--- src/rtl/sha512_core_input_dispatch_pkg.sv ---
// Shared definitions for the sha512crypt core-array block loader: block-op field,
// loader FSM states and slot index helpers.
package sha512_core_input_dispatch_pkg;

    localparam int unsigned BLK_OP_MSB = 3;
    localparam int unsigned BLK_OP_W   = BLK_OP_MSB + 1;

    // Block-op field codes carried alongside every word of a block.
    localparam logic [BLK_OP_W-1:0] BLK_OP_NONE       = 4'h0;
    localparam logic [BLK_OP_W-1:0] BLK_OP_INIT       = 4'h1;
    localparam logic [BLK_OP_W-1:0] BLK_OP_UPDATE     = 4'h2;
    localparam logic [BLK_OP_W-1:0] BLK_OP_FINAL      = 4'h4;
    localparam logic [BLK_OP_W-1:0] BLK_OP_INIT_FINAL = 4'h5;

    typedef enum logic [1:0] {
        StIdle = 2'd0,
        StLoad = 2'd1,
        StPad  = 2'd2
    } state_e;

    // Index width that stays legal when only one item exists.
    function automatic int unsigned idx_w(input int unsigned n);
        return (n > 1) ? $clog2(n) : 1;
    endfunction

    // Slot encoding: slot = core * n_ctx + ctx.
    function automatic int unsigned slot_core(input int unsigned slot, input int unsigned n_ctx);
        return slot / n_ctx;
    endfunction

    function automatic int unsigned slot_ctx(input int unsigned slot, input int unsigned n_ctx);
        return slot % n_ctx;
    endfunction

endpackage

--- src/rtl/sha512_core_input_dispatch_slot_rr_arbiter.sv ---
// Round-robin slot picker: first requesting slot at or after ptr_i, wrapping.
module sha512_core_input_dispatch_slot_rr_arbiter
    import sha512_core_input_dispatch_pkg::*;
#(
    parameter int unsigned SLOTS   = 8,
    localparam int unsigned SLOT_W = idx_w(SLOTS)
) (
    input  logic [SLOTS-1:0]  req_i,
    input  logic [SLOT_W-1:0] ptr_i,
    output logic [SLOT_W-1:0] gnt_o,
    output logic              gnt_valid_o
);

    // Scan from the pointer and keep the first hit.
    always_comb begin
        int unsigned idx;
        idx         = 0;
        gnt_o       = '0;
        gnt_valid_o = 1'b0;
        for (int unsigned i = 0; i < SLOTS; i++) begin
            idx = (32'(ptr_i) + i) % SLOTS;
            if (!gnt_valid_o && req_i[idx]) begin
                gnt_valid_o = 1'b1;
                gnt_o       = SLOT_W'(idx);
            end
        end
    end

endmodule

--- src/rtl/sha512_core_input_dispatch.sv ---
// Block loader for the sha512crypt core array: picks a free (core, ctx) slot,
// writes a 16-word block into it and signals input-ready with the last word.
module sha512_core_input_dispatch
    import sha512_core_input_dispatch_pkg::*;
#(
    parameter int unsigned N_CORES   = 4,
    parameter int unsigned N_CTX     = 2,
    parameter int unsigned WORD_W    = 64,
    parameter int unsigned BLK_WORDS = 16,
    localparam int unsigned SLOTS    = N_CORES * N_CTX,
    localparam int unsigned SLOT_W   = idx_w(SLOTS),
    localparam int unsigned ADDR_W   = idx_w(BLK_WORDS),
    localparam int unsigned CTX_W    = idx_w(N_CTX)
) (
    input  logic                clk_i,
    input  logic                reset_i,
    input  logic                in_valid_i,
    input  logic [WORD_W-1:0]   in_data_i,
    input  logic                in_last_i,
    input  logic [BLK_OP_W-1:0] in_blk_op_i,
    input  logic                in_force_slot_i,
    input  logic [SLOT_W-1:0]   in_slot_i,
    output logic                in_ready_o,
    input  logic [SLOTS-1:0]    core_ready_i,
    output logic [N_CORES-1:0]  core_wr_en_o,
    output logic [WORD_W-1:0]   core_din_o,
    output logic [ADDR_W-1:0]   core_wr_addr_o,
    output logic [BLK_OP_W-1:0] core_blk_op_o,
    output logic [CTX_W-1:0]    core_input_ctx_o,
    output logic                core_input_seq_o,
    output logic [N_CORES-1:0]  core_set_input_ready_o,
    output logic                blk_done_o,
    output logic [SLOT_W-1:0]   blk_slot_o,
    output logic                err_o
);

    localparam logic [ADDR_W-1:0] LastAddr = ADDR_W'(BLK_WORDS - 1);

    state_e state_q, state_d;
    logic [SLOT_W-1:0]   slot_q, slot_d;
    logic                forced_q, forced_d;
    logic [BLK_OP_W-1:0] op_q, op_d;
    logic [ADDR_W-1:0]   cnt_q, cnt_d;
    logic [SLOT_W-1:0]   rr_q, rr_d;
    logic [SLOTS-1:0]    seq_q, seq_d;
    logic [SLOTS-1:0]    pend_q, pend_d;
    logic                err_q, err_d;

    logic [N_CORES-1:0]  wr_en_q, wr_en_d;
    logic [WORD_W-1:0]   din_q, din_d;
    logic [ADDR_W-1:0]   addr_q, addr_d;
    logic [BLK_OP_W-1:0] blk_op_q, blk_op_d;
    logic [CTX_W-1:0]    ctx_q, ctx_d;
    logic                seq_out_q, seq_out_d;
    logic [N_CORES-1:0]  sir_q, sir_d;
    logic                done_q, done_d;
    logic [SLOT_W-1:0]   done_slot_q, done_slot_d;

    logic [SLOTS-1:0]    free;
    logic [SLOT_W-1:0]   rr_gnt;
    logic                rr_gnt_valid;
    logic                in_ready;
    logic                do_write;
    logic                end_blk;
    logic [WORD_W-1:0]   wdata;
    logic [N_CORES-1:0]  core_oh;

    // A slot stays pending from its block end until its ready bit has dropped.
    assign free = core_ready_i & ~pend_q;

    sha512_core_input_dispatch_slot_rr_arbiter #(
        .SLOTS(SLOTS)
    ) u_arb (
        .req_i      (free),
        .ptr_i      (rr_q),
        .gnt_o      (rr_gnt),
        .gnt_valid_o(rr_gnt_valid)
    );

    // Next-state logic: slot selection, word acceptance, padding and block end.
    always_comb begin
        state_d     = state_q;
        slot_d      = slot_q;
        forced_d    = forced_q;
        op_d        = op_q;
        cnt_d       = cnt_q;
        rr_d        = rr_q;
        seq_d       = seq_q;
        pend_d      = pend_q & core_ready_i;
        err_d       = err_q;
        wr_en_d     = '0;
        din_d       = din_q;
        addr_d      = addr_q;
        blk_op_d    = blk_op_q;
        ctx_d       = ctx_q;
        seq_out_d   = seq_out_q;
        sir_d       = '0;
        done_d      = 1'b0;
        done_slot_d = '0;
        in_ready    = 1'b0;
        do_write    = 1'b0;
        end_blk     = 1'b0;
        wdata       = '0;
        core_oh     = N_CORES'(1) << slot_core(32'(slot_q), N_CTX);

        case (state_q)
            StIdle: begin
                if (in_valid_i) begin
                    // A busy forced slot stalls; it never falls back to round-robin.
                    if (in_force_slot_i) begin
                        if (free[in_slot_i]) begin
                            slot_d   = in_slot_i;
                            forced_d = 1'b1;
                            op_d     = in_blk_op_i;
                            cnt_d    = '0;
                            state_d  = StLoad;
                        end
                    end else if (rr_gnt_valid) begin
                        slot_d   = rr_gnt;
                        forced_d = 1'b0;
                        op_d     = in_blk_op_i;
                        cnt_d    = '0;
                        state_d  = StLoad;
                    end
                end
            end
            StLoad: begin
                in_ready = 1'b1;
                if (in_valid_i) begin
                    do_write = 1'b1;
                    wdata    = in_data_i;
                    if (cnt_q == LastAddr) begin
                        end_blk = 1'b1;
                        if (!in_last_i) err_d = 1'b1;
                    end else if (in_last_i) begin
                        err_d   = 1'b1;
                        state_d = StPad;
                    end
                end
            end
            StPad: begin
                do_write = 1'b1;
                if (cnt_q == LastAddr) end_blk = 1'b1;
            end
            default: state_d = StIdle;
        endcase

        if (do_write) begin
            wr_en_d   = core_oh;
            din_d     = wdata;
            addr_d    = cnt_q;
            blk_op_d  = op_q;
            ctx_d     = CTX_W'(slot_ctx(32'(slot_q), N_CTX));
            seq_out_d = seq_q[slot_q];
            cnt_d     = cnt_q + ADDR_W'(1);
        end

        if (end_blk) begin
            sir_d          = core_oh;
            done_d         = 1'b1;
            done_slot_d    = slot_q;
            seq_d[slot_q]  = ~seq_q[slot_q];
            pend_d[slot_q] = 1'b1;
            if (!forced_q) begin
                if (32'(slot_q) == SLOTS - 1) rr_d = '0;
                else                          rr_d = slot_q + SLOT_W'(1);
            end
            cnt_d   = '0;
            state_d = StIdle;
        end
    end

    // State and registered outputs; reset abandons any block in flight.
    always_ff @(posedge clk_i) begin
        if (reset_i) begin
            state_q     <= StIdle;
            slot_q      <= '0;
            forced_q    <= 1'b0;
            op_q        <= '0;
            cnt_q       <= '0;
            rr_q        <= '0;
            seq_q       <= '0;
            pend_q      <= '0;
            err_q       <= 1'b0;
            wr_en_q     <= '0;
            din_q       <= '0;
            addr_q      <= '0;
            blk_op_q    <= '0;
            ctx_q       <= '0;
            seq_out_q   <= 1'b0;
            sir_q       <= '0;
            done_q      <= 1'b0;
            done_slot_q <= '0;
        end else begin
            state_q     <= state_d;
            slot_q      <= slot_d;
            forced_q    <= forced_d;
            op_q        <= op_d;
            cnt_q       <= cnt_d;
            rr_q        <= rr_d;
            seq_q       <= seq_d;
            pend_q      <= pend_d;
            err_q       <= err_d;
            wr_en_q     <= wr_en_d;
            din_q       <= din_d;
            addr_q      <= addr_d;
            blk_op_q    <= blk_op_d;
            ctx_q       <= ctx_d;
            seq_out_q   <= seq_out_d;
            sir_q       <= sir_d;
            done_q      <= done_d;
            done_slot_q <= done_slot_d;
        end
    end

    assign in_ready_o             = in_ready;
    assign core_wr_en_o           = wr_en_q;
    assign core_din_o             = din_q;
    assign core_wr_addr_o         = addr_q;
    assign core_blk_op_o          = blk_op_q;
    assign core_input_ctx_o       = ctx_q;
    assign core_input_seq_o       = seq_out_q;
    assign core_set_input_ready_o = sir_q;
    assign blk_done_o             = done_q;
    assign blk_slot_o             = done_slot_q;
    assign err_o                  = err_q;

endmodule

--- config.mk ---
export PLATFORM = sky130hd
export DESIGN_NAME = sha512_core_input_dispatch
export DESIGN_NICKNAME = d
export VERILOG_FILES = /design/src/rtl/sha512_core_input_dispatch_pkg.sv /design/src/rtl/sha512_core_input_dispatch_slot_rr_arbiter.sv /design/src/rtl/sha512_core_input_dispatch.sv
export SDC_FILE = /design/constraint.sdc
export NUM_CORES = 1
export LEC_CHECK = 0
export ABC_AREA = 0
export CELL_PAD_IN_SITES_DETAIL_PLACEMENT = 0
export CELL_PAD_IN_SITES_GLOBAL_PLACEMENT = 1
export CORE_UTILIZATION = 35
export DETAILED_ROUTE_END_ITERATION = 8
export PLACE_DENSITY = 0.77
export SLEW_MARGIN = 20
export SYNTH_ARGS = -nofsm -noshare
export SYNTH_HDL_FRONTEND = slang
export SYNTH_HIERARCHICAL = 1
export SYNTH_SLANG_ARGS = --single-unit
--- constraint.sdc ---
create_clock -name clk_i -period 4.25 [get_ports clk_i]
set_clock_uncertainty 0.2 [all_clocks]
set_input_delay 1.0625 -clock clk_i [delete_from_list [all_inputs] [get_ports clk_i]]
set_output_delay 1.0625 -clock clk_i [all_outputs]
set_load 0.01 [all_outputs]
### After elaboration in Yosys (flattened, before gate mapping)

Cells that the tools add are included.

* bitwise logic cells: 9
* $lt $le $gt $ge: 11
* reduce and logical (&&, ||, !) cells: 29
* equal/unequal tests: 13
* shift-type cells: 1
* multiplexer cells: 76
* add/subtract/negate cells: 9

Operator list (count)
* 2-to-1 mux 64 bit: 2
* < comparator 3 x 4 -> 1 bit (second input constant): 10
* 2-to-1 mux 3 bit: 12
* 2-to-1 mux 4 bit: 9
* binary-select mux 1 bit (select 3 bit): 10
* 2-to-1 mux 1 bit: 30
* bitwise AND 8 bit: 2
* 2-to-1 mux 2 bit: 7
* adder 3 bit (second input constant): 4
* AND reduction 4 bit: 3
* inequality test 2 bit (second input constant): 5
* bitwise mux 8 bit: 1
* logical AND 1 bit: 8
* 2-to-1 mux 8 bit: 1
* inverter 8 bit: 1
* OR 8 bit: 1
* nonzero test 2 bit: 4
* zero test 1 bit: 7
* AND reduction 7 bit: 1
* adder 3 x 1 -> 3 bit (second input constant): 2
* adder 3 x 2 -> 3 bit (second input constant): 2
* inequality test 3 bit (second input constant): 2
* case mux 2 bit (3 select lines): 1
* OR reduction 2 bit: 3
* other kinds (15): 20

* output and inout bits: 88
* input bits: 84
* bits in registers: 120
* logic and storage cells: 166

### Depth between registers and ports, before layout

Gate-level depths: netlist of run 1.

* word-level depth: 31
* gate-level depth with buffers: 14
* gate-level depth less buffers: 11

### Modules after synthesis

The synthesis of run 1 kept the hierarchy.

Modules (own cells, without submodules)
* sha512_core_input_dispatch: area each 4608.2 um^2, instances 1, seq. area each 2402.3 um^2, cells an instance 489
* sha512_core_input_dispatch_slot_rr_arbiter: area each 1062.3 um^2, instances 1, seq. area each 0.0 um^2, cells an instance 115

### Worst setup path before layout of run 1

No wires, ideal clock.

* path kind: reg-to-reg
* start point: register rr_q[1]
* end point: register cnt_q[2]
* required time: 3.954 ns
* path buffers: 3
* setup time: 0.096 ns
* setup slack: 0.615 ns
* period minus slack after synthesis: 3.635 ns
* cell stages (with the launch flop): 15
* data arrival time: 3.339 ns
* path through: dfxtp_1 buf_6 clkbuf_1 inv_1 ha_1 buf_4 mux2_1 a221o_1 a2bb2oi_2 nor2_4 nand4_1 o21ai_0 a41o_2 nor2_8 o41ai_2

* word-level cells in the longest chain between the ends: 26
* elaborated cells between the ends (all ways): 47
* those cells by class: 7 x add/sub; 24 x mux; 16 x reduce/logical

RTL lines
* start, declared: RTL line sha512_core_input_dispatch.sv:44 `logic [SLOT_W-1:0] rr_q, rr_d;`
* start signal, assigned: RTL line sha512_core_input_dispatch.sv:200 `rr_q <= rr_d;`
* branches (longest 23 deep; another with adder 3 x 1 -> 3 bit)
* 2-to-1 mux 1 bit (*): RTL line sha512_core_input_dispatch_slot_rr_arbiter.sv:22 `if (!gnt_valid_o && req_i[idx]) begin`
* named net rr_gnt_valid: RTL line sha512_core_input_dispatch.sv:61 `logic rr_gnt_valid;`
* nonzero test 3 bit (no line) (*)
* AND reduction 4 bit (no line) (*)
* end signal, assigned: RTL line sha512_core_input_dispatch.sv:199 `cnt_q <= cnt_d;`
* end, declared: RTL line sha512_core_input_dispatch.sv:43 `logic [ADDR_W-1:0] cnt_q, cnt_d;`

Mark *: on every way through the listed nets, which the timed path passes. The select of a mux whose other input is x is not followed.
A chain may end at the register's enable or synchronous reset.

### Worst setup path after layout of run 1

* start point: input port core_ready_i[5]
* end point: register state_q[0]

* word-level cells in the longest chain between the ends: 27
* elaborated cells between the ends (all ways): 44
* those cells by class: 2 x eq/ne; 26 x mux; 1 x bitwise; 15 x reduce/logical

RTL lines
* start, declared: RTL line sha512_core_input_dispatch.sv:24 `input logic [SLOTS-1:0] core_ready_i,`
* bitwise AND 8 bit (*): RTL line sha512_core_input_dispatch.sv:69 `assign free = core_ready_i & ~pend_q;`
* named net free[5]: RTL line sha512_core_input_dispatch.sv:59 `logic [SLOTS-1:0] free;`
* binary-select mux 1 bit (select 3 bit): RTL line sha512_core_input_dispatch_slot_rr_arbiter.sv:22
* 2-to-1 mux 1 bit (implied by the code): RTL line sha512_core_input_dispatch_slot_rr_arbiter.sv:22
* 2-to-1 mux 1 bit: RTL line sha512_core_input_dispatch_slot_rr_arbiter.sv:22
* zero test 1 bit: RTL line sha512_core_input_dispatch_slot_rr_arbiter.sv:22
* logical AND 1 bit: RTL line sha512_core_input_dispatch_slot_rr_arbiter.sv:22
* 2-to-1 mux 1 bit: RTL line sha512_core_input_dispatch_slot_rr_arbiter.sv:22
* [... 13 more ...]
* logical AND 1 bit: RTL line sha512_core_input_dispatch_slot_rr_arbiter.sv:22
* 2-to-1 mux 1 bit: RTL line sha512_core_input_dispatch_slot_rr_arbiter.sv:22
* zero test 1 bit: RTL line sha512_core_input_dispatch_slot_rr_arbiter.sv:22
* logical AND 1 bit: RTL line sha512_core_input_dispatch_slot_rr_arbiter.sv:22
* 2-to-1 mux 1 bit (*): RTL line sha512_core_input_dispatch_slot_rr_arbiter.sv:22
* named net rr_gnt_valid: RTL line sha512_core_input_dispatch.sv:61
* inequality test 3 bit (no line) (*)
* AND reduction 7 bit (no line) (*)
* end signal, assigned: RTL line sha512_core_input_dispatch.sv:176 `state_q <= StIdle;`
* end signal, assigned: RTL line sha512_core_input_dispatch.sv:195 `state_q <= state_d;`
* end, declared: RTL line sha512_core_input_dispatch.sv:39 `state_e state_q, state_d;`

The timed path passes the listed nets; every way through them passes the cells marked *. The select of a mux whose other input is x is not followed.

==> results.yml, run 1 <==
run_status:
  status: "finished clean"
worst_setup_path:
  crit_fanout: 9
  r2r_end: "slot_q[1]"
  cp.required_ns: 4.35
  reg2reg_slack_ns: 0.56
  critPathKind: "in2reg"
  critPathArrivalTime_ns: 4.06
  startpoint_type: "input pin"
  timing.rr.start: "rr_q[0]"
  critPathCaptureType: "register"
  worstRegToRegCells: 11
die:
  io_pins: 172
  rows: 46
  initial_core_util_pct: 35.8
  die_area_um2: 16700
  core_area_um2: 15800
  die_h_um: 129
  die_w_um: 129
finish:
  syn_to_final_growth_pct: 44.5
  multi_input_area_um2: 2990
  fillCellCount: 1428
  layout-drive-gt1-share_pct: 11.0
  finish.instance_area_um2: 8190
  ff_latch_area_um2: 2400
  diodes: 0
  fin_nets: 861
  stdcell_count: 997
clock_tree:
  cts_hold_buf: 0
  insertion_delay_ns: 0.41
  clk_path_buf_depth: 2
  cts.repair.resized: 0
  cts_tree: "done"
  h-tree-depth: 4
  path_clk_slew_ns: 0.06
  cts-root-buf: "clkbuf_16"
  post_cts_buffers: 0
  numCtsBuffers: 17
  cts.sinks: 120
global_route:
  antenna_found_initial: 0
  grt_overflow: 0
  track_usage_pct: 20.5
  grt_pass1_vias: 5267
  grt_pass1_wl_mm: 26.7
  grt_start_max_net_pins: 69
route:
  drt_iter0_markers: 326
  vias_per_cell: 5.26
  wl_mm: 16.6
  via_count: 5246
  drt_pass1_iterations: 5
  wl_per_cell_um: 16.6
  drc: 0
  drt.antenna.violating_nets: 0
power:
  p_leak_nw: 2.92
  vdd_drop_max_v: 0.000212
  finalPower_mw: 3.17
  pwr_density_cell_nw_per_um2: 386
timing:
  final_hold_viol_count: 0
  worst_hold_slack_ns: 0.256
  worstMarginPinSlew_ns: 0.848
  max_slew_margin_pct: 43.4
  fin_crit_ns: 3.96
  fin_ws_ns: 0.290
  clock.fmax_mhz: 253
  period_share_pct: 93.2
  setup_viol: 0
  grt_setup_unrepaired: "false"
  drv_slew: 0
synth:
  avgSynthCellArea_um2: 9.39
  synth.most_common_cell: "dfxtp_1"
  netlist.area_leader.share_pct: 42.4
  ys_seq_area_share_pct: 42.4
  synthTopCellsByArea: "dfxtp_1 42%, a22oi_1 8.7%, nor2_1 6.1%"
  syn_inst: 604
  synthFlopType: "dfxtp_1"
  ys_types: 69
  ys_ff_latch: 120
  yosysWarnings: 6
  synth_top_area_cell: "dfxtp_1"
  syn_area_um2: 5670
  synth_commonest_cells: "120 x dfxtp_1, 92 x nor2_1, 66 x a22oi_1"
  async_flop_share_pct: 0
  synth-edff-count: 0
  syn-num-nets: 697
hold_path:
  hold_path.class: "reg2reg"
  min_to: "core_blk_op_o[1]"
  min_from: "core_blk_op_o[1]"
  holdPathStages: 2
place:
  place_area_um2: 7570
  placed_cells: 965
  dp_hpwl_mm: 11.7
  port_buffers: 171
  gp_congestion: 0.935
  pre_cts_ws_ns: -0.102
job:
  maxCapViolations: 0
[critical path, stage by stage]
cell and delay [ns]:
clkdlybuf4s50_1 0.48, nor2b_1 0.55, mux2i_1 0.28, mux4_2 0.53, and2_1 0.20, nand4_1 0.10
o21ai_0 0.16, a41oi_4 0.28, a21oi_1 0.13, a2111oi_2 0.29
[cells in the final DEF (no fill, tap or decap), drive strengths merged, types with 3 or more instances in the layout]
cell,count
clkinv,5
ha,9
nand2b,10
nor2,94
nor3b,3
clkdlybuf4s50,170
nand4,3
and2,6
bufinv,3
inv,18
mux2i,24
buf,18
o21ai,17
clkinvlp,3
mux4,16
clkbuf,19
a21o,3
mux2,6
nand3b,3
nor3,11
a22oi,66
a21oi,35
nand2,43
nand3,17
dfxtp,120
nor2b,12
a211oi,8
[kinds of logic after synthesis]
group | share of synthesized area [%]
fa+ha+maj | 1.99
buf+inv | 4.99
simple gates | 17.8
xor+xnor | 0.618
flops | 42.4
compound gates | 20.0
mux | 12.3
[flip-flops by register name, summed over array words and instances (netlist names)]
name                    flops
core_din_o                 64
pend_q                      8
seq_q                       8
cnt_q                       4
core_blk_op_o               4
core_set_input_ready_o      4
core_wr_addr_o              4
core_wr_en_o                4
op_q                        4
blk_slot_o                  3
rr_q                        3
slot_q                      3
state_q                     2
blk_done_o                  1
core_input_ctx_o            1
core_input_seq_o            1
err_o                       1
forced_q                    1
[how the worst max path moves through the flow]
| stage | endpoint | depth (start not counted) | startpoint |
|---|---|---|---|
| after global routing | state_q[0] | 10 | core_ready_i[5] |
| final | state_q[0] | 10 | core_ready_i[5] |
| after global placement | cnt_q[0] | 10 | core_ready_i[5] |
| after detailed placement | state_q[0] | 10 | core_ready_i[5] |
| after floorplan | cnt_q[2] | 14 | rr_q[1] |
| after CTS | state_q[0] | 10 | core_ready_i[5] |
[cell type report]
cell class,count,area share [%]
Sequential cell,120,29.3
Clock inverter,13,2.08
Multi-Input combinational cell,425,36.5
Inverter,16,0.733
Tap cell,216,3.30
Clock buffer,19,5.53
Timing Repair Buffer,188,22.6
[through the flow]
| step | TNS (ns) | utilization (%) |
|---|---|---|
| finish | 0 | 51.8 |
| floorplan | 0 | - |
| CTS | 0 | 51.8 |
| global route | 0 | 51.8 |
| detailed placement | -1.02 | 47.8 |
| global placement | 0 | 47.8 |
[metal layers]
layer | GRT usage, % | wire length [um] | vias to the layer above
li1 | - | - | 2518
met3 | 6.90 | 1260 | 25
met5 | 0 | 0 | -
met4 | 8.93 | 315 | 0
met2 | 33.5 | 7980 | 179
met1 | 24.5 | 7040 | 2524
[report_power, final]
group          leakage, nW  switching [mW]  internal (mW)
clock                0.296           0.541          0.959
combinational         1.66           0.233          0.228
sequential           0.969          0.0414           1.16
No activity file was read; power rests on OpenSTA's default activity.
==> run 2: changes to the inputs <==
--- a/config.mk
+++ b/config.mk
@@ -8,6 +8,7 @@
 export ABC_AREA = 0
 export CELL_PAD_IN_SITES_DETAIL_PLACEMENT = 0
 export CELL_PAD_IN_SITES_GLOBAL_PLACEMENT = 1
+export CORE_MARGIN = 2
 export CORE_UTILIZATION = 35
 export DETAILED_ROUTE_END_ITERATION = 8
 export PLACE_DENSITY = 0.77
==> run 2 against run 1 <==
First-iteration DRC count up 11%. Critical path depth up 2. Via count up 0.32%. Clock power up 11%. Critical endpoint is now op_q[1]. Largest cell class unchanged.
==> results.yml, run 2 (same netlist as run 1, synthesis figures left out) <==
place:
  pre_cts_ws_ns: -0.0150
  dp_hpwl_mm: 11.9
  gp_congestion: 0.944
  port_buffers: 171
  placed_cells: 963
route:
  top_layer_used: "met4"
  wl_per_cell_um: 17.0
  wl_met3_mm: 1.38
  via_count: 5263
  drt.antenna.violating_nets: 0
  wl_met1_mm: 7.28
  drc: 0
  wl_mm: 16.9
  drt_pass1_iterations: 4
  vias_per_cell: 5.29
  drt_iter0_markers: 362
  wl_met2_mm: 7.97
timing:
  grt_setup_unrepaired: "false"
  worstMarginPinSlew_ns: 0.900
  setup_viol: 0
  drv_slew: 0
  fin_ws_ns: 0.391
  fin_crit_ns: 3.86
  final_hold_viol_count: 0
  max_slew_margin_pct: 40.0
  clock.fmax_mhz: 259
  fin_tns_setup_ns: 0
  worst_hold_slack_ns: 0.259
  period_share_pct: 90.8
job:
  maxCapViolations: 0
global_route:
  grt_pass1_vias: 5372
  grt_overflow: 0
  track_usage_pct: 19.7
  grt_start_max_net_pins: 87
  antenna_found_initial: 0
  grt_pass1_wl_mm: 27.6
clock_tree:
  clk_path_buf_depth: 2
  h-tree-depth: 4
  post_cts_buffers: 0
  cts_hold_buf: 0
  cts.repair.resized: 0
  path_clk_slew_ns: 0.05
  insertion_delay_ns: 0.41
  cts-root-buf: "clkbuf_16"
  cts.sinks: 120
  cts_tree: "done"
  numCtsBuffers: 17
hold_path:
  hold_path.class: "reg2reg"
  min_from: "core_blk_op_o[2]"
  holdPathStages: 2
  min_to: "core_blk_op_o[2]"
worst_setup_path:
  cp.required_ns: 4.30
  crit_family: "compound AO/OA/AOI/OAI gates"
  reg2reg_slack_ns: 0.70
  critPathArrivalTime_ns: 3.90
  slowest_stage: "clkdlybuf4s50_1"
  r2r_end: "op_q[0]"
  critPathBufInv: 2
  cp_common_cell: "o21ai_0"
  critPathCaptureType: "register"
  path_depth: 12
  slowest_delay_ns: 0.50
  crit_chain: "clkdlybuf4s50_1, nor2b_1, mux2i_1, mux4_2, a2bb2oi_2, nor2_4, nand4_1, o21ai_0, buf_4, a41o_2, o21ai_0, a21oi_1"
  critPathKind: "in2reg"
  crit_fanout: 8
  startpoint_type: "input pin"
  timing.rr.start: "rr_q[1]"
  worstRegToRegCells: 12
finish:
  layout-drive-gt1-share_pct: 10.7
  largest_register_ffs: 64
  final_common_cell: "clkdlybuf4s50_1"
  fin_nets: 859
  final_util_pct: 51.8
  syn_to_final_growth_pct: 45.2
  stdcell_count: 995
  diodes: 0
  final_cell_mix: "170 x clkdlybuf4s50_1, 120 x dfxtp_1, 92 x nor2_1, 66 x a22oi_1, 42 x nand2_1"
  fillCellCount: 1468
power:
  vdd_drop_max_v: 0.000272
  pwr_density_cell_nw_per_um2: 404
  p_leak_nw: 2.95
die:
  die_h_um: 131
  initial_core_util_pct: 35.7
  io_pins: 172
  die_area_um2: 17200
  rows: 46
  die_w_um: 131
  core_area_um2: 15900
run_status:
  status: "finished clean"
## run 2: cell types whose count changed in the layout (fill, tap and decap cells not counted)
cell	previous run	this run
buf_12	1	0
buf_4	17	16
bufinv_16	3	6
clkbuf_1	0	1
clkbuf_8	2	3
clkinv_4	4	2
clkinvlp_4	3	2
inv_6	2	0
## run 2: area by class of cell
| class | count | area (um^2) | area share, % |
|---|---|---|---|
| Timing Repair Buffer | 186 | 1820 | 22.1 |
| Tap cell | 216 | 270 | 3.28 |
| Clock buffer | 21 | 470 | 5.72 |
| Multi-Input combinational cell | 425 | 2990 | 36.3 |
| Sequential cell | 120 | 2400 | 29.2 |
| Inverter | 16 | 60.1 | 0.730 |
| Clock inverter | 11 | 218 | 2.64 |
## run 2: report_power, final
| group | total [mW] | switching (mW) | internal, mW |
|---|---|---|---|
| clock network | 1.67 | 0.519 | 1.15 |
| logic | 0.458 | 0.234 | 0.224 |
| registers | 1.20 | 0.0410 | 1.16 |
## run 2: through the flow
stage                     area (um^2)  total power [mW]
after floorplan                  5670              1.48
after global placement           7540              1.67
after detailed placement         7540              1.68
after CTS                        8230              3.37
after global routing             8230              3.46
final                            8230              3.33
## run 2: worst max-delay path by stage
stage,from,to,slack (ns)
final,core_ready_i[6],op_q[1],0.39
after global placement,core_ready_i[5],slot_q[1],0.12
after floorplan,rr_q[1],cnt_q[2],0.62
after CTS,core_ready_i[5],op_q[0],0.42
after global routing,core_ready_i[6],op_q[2],0.21
after detailed placement,core_ready_i[5],op_q[1],-0.02
## run 2: routing by layer
| metal | GRT usage [%] | vias up |
|---|---|---|
| li1 | - | 2510 |
| met1 | 23.9 | 2563 |
| met2 | 31.4 | 169 |
| met3 | 7.95 | 21 |
| met4 | 7.31 | 0 |
| met5 | 0 | - |
## run 2: worst reg2reg max path, cell delays in order, from the launching register on
cell	delay [ns]
dfxtp_1	0.36
inv_1	0.09
ha_1	0.68
mux4_2	0.66
mux2_1	0.33
nand2b_4	0.17
nor2_4	0.08
nand4_1	0.09
o21ai_0	0.17
buf_4	0.15
a41o_2	0.21
o21ai_0	0.14
a21oi_1	0.17
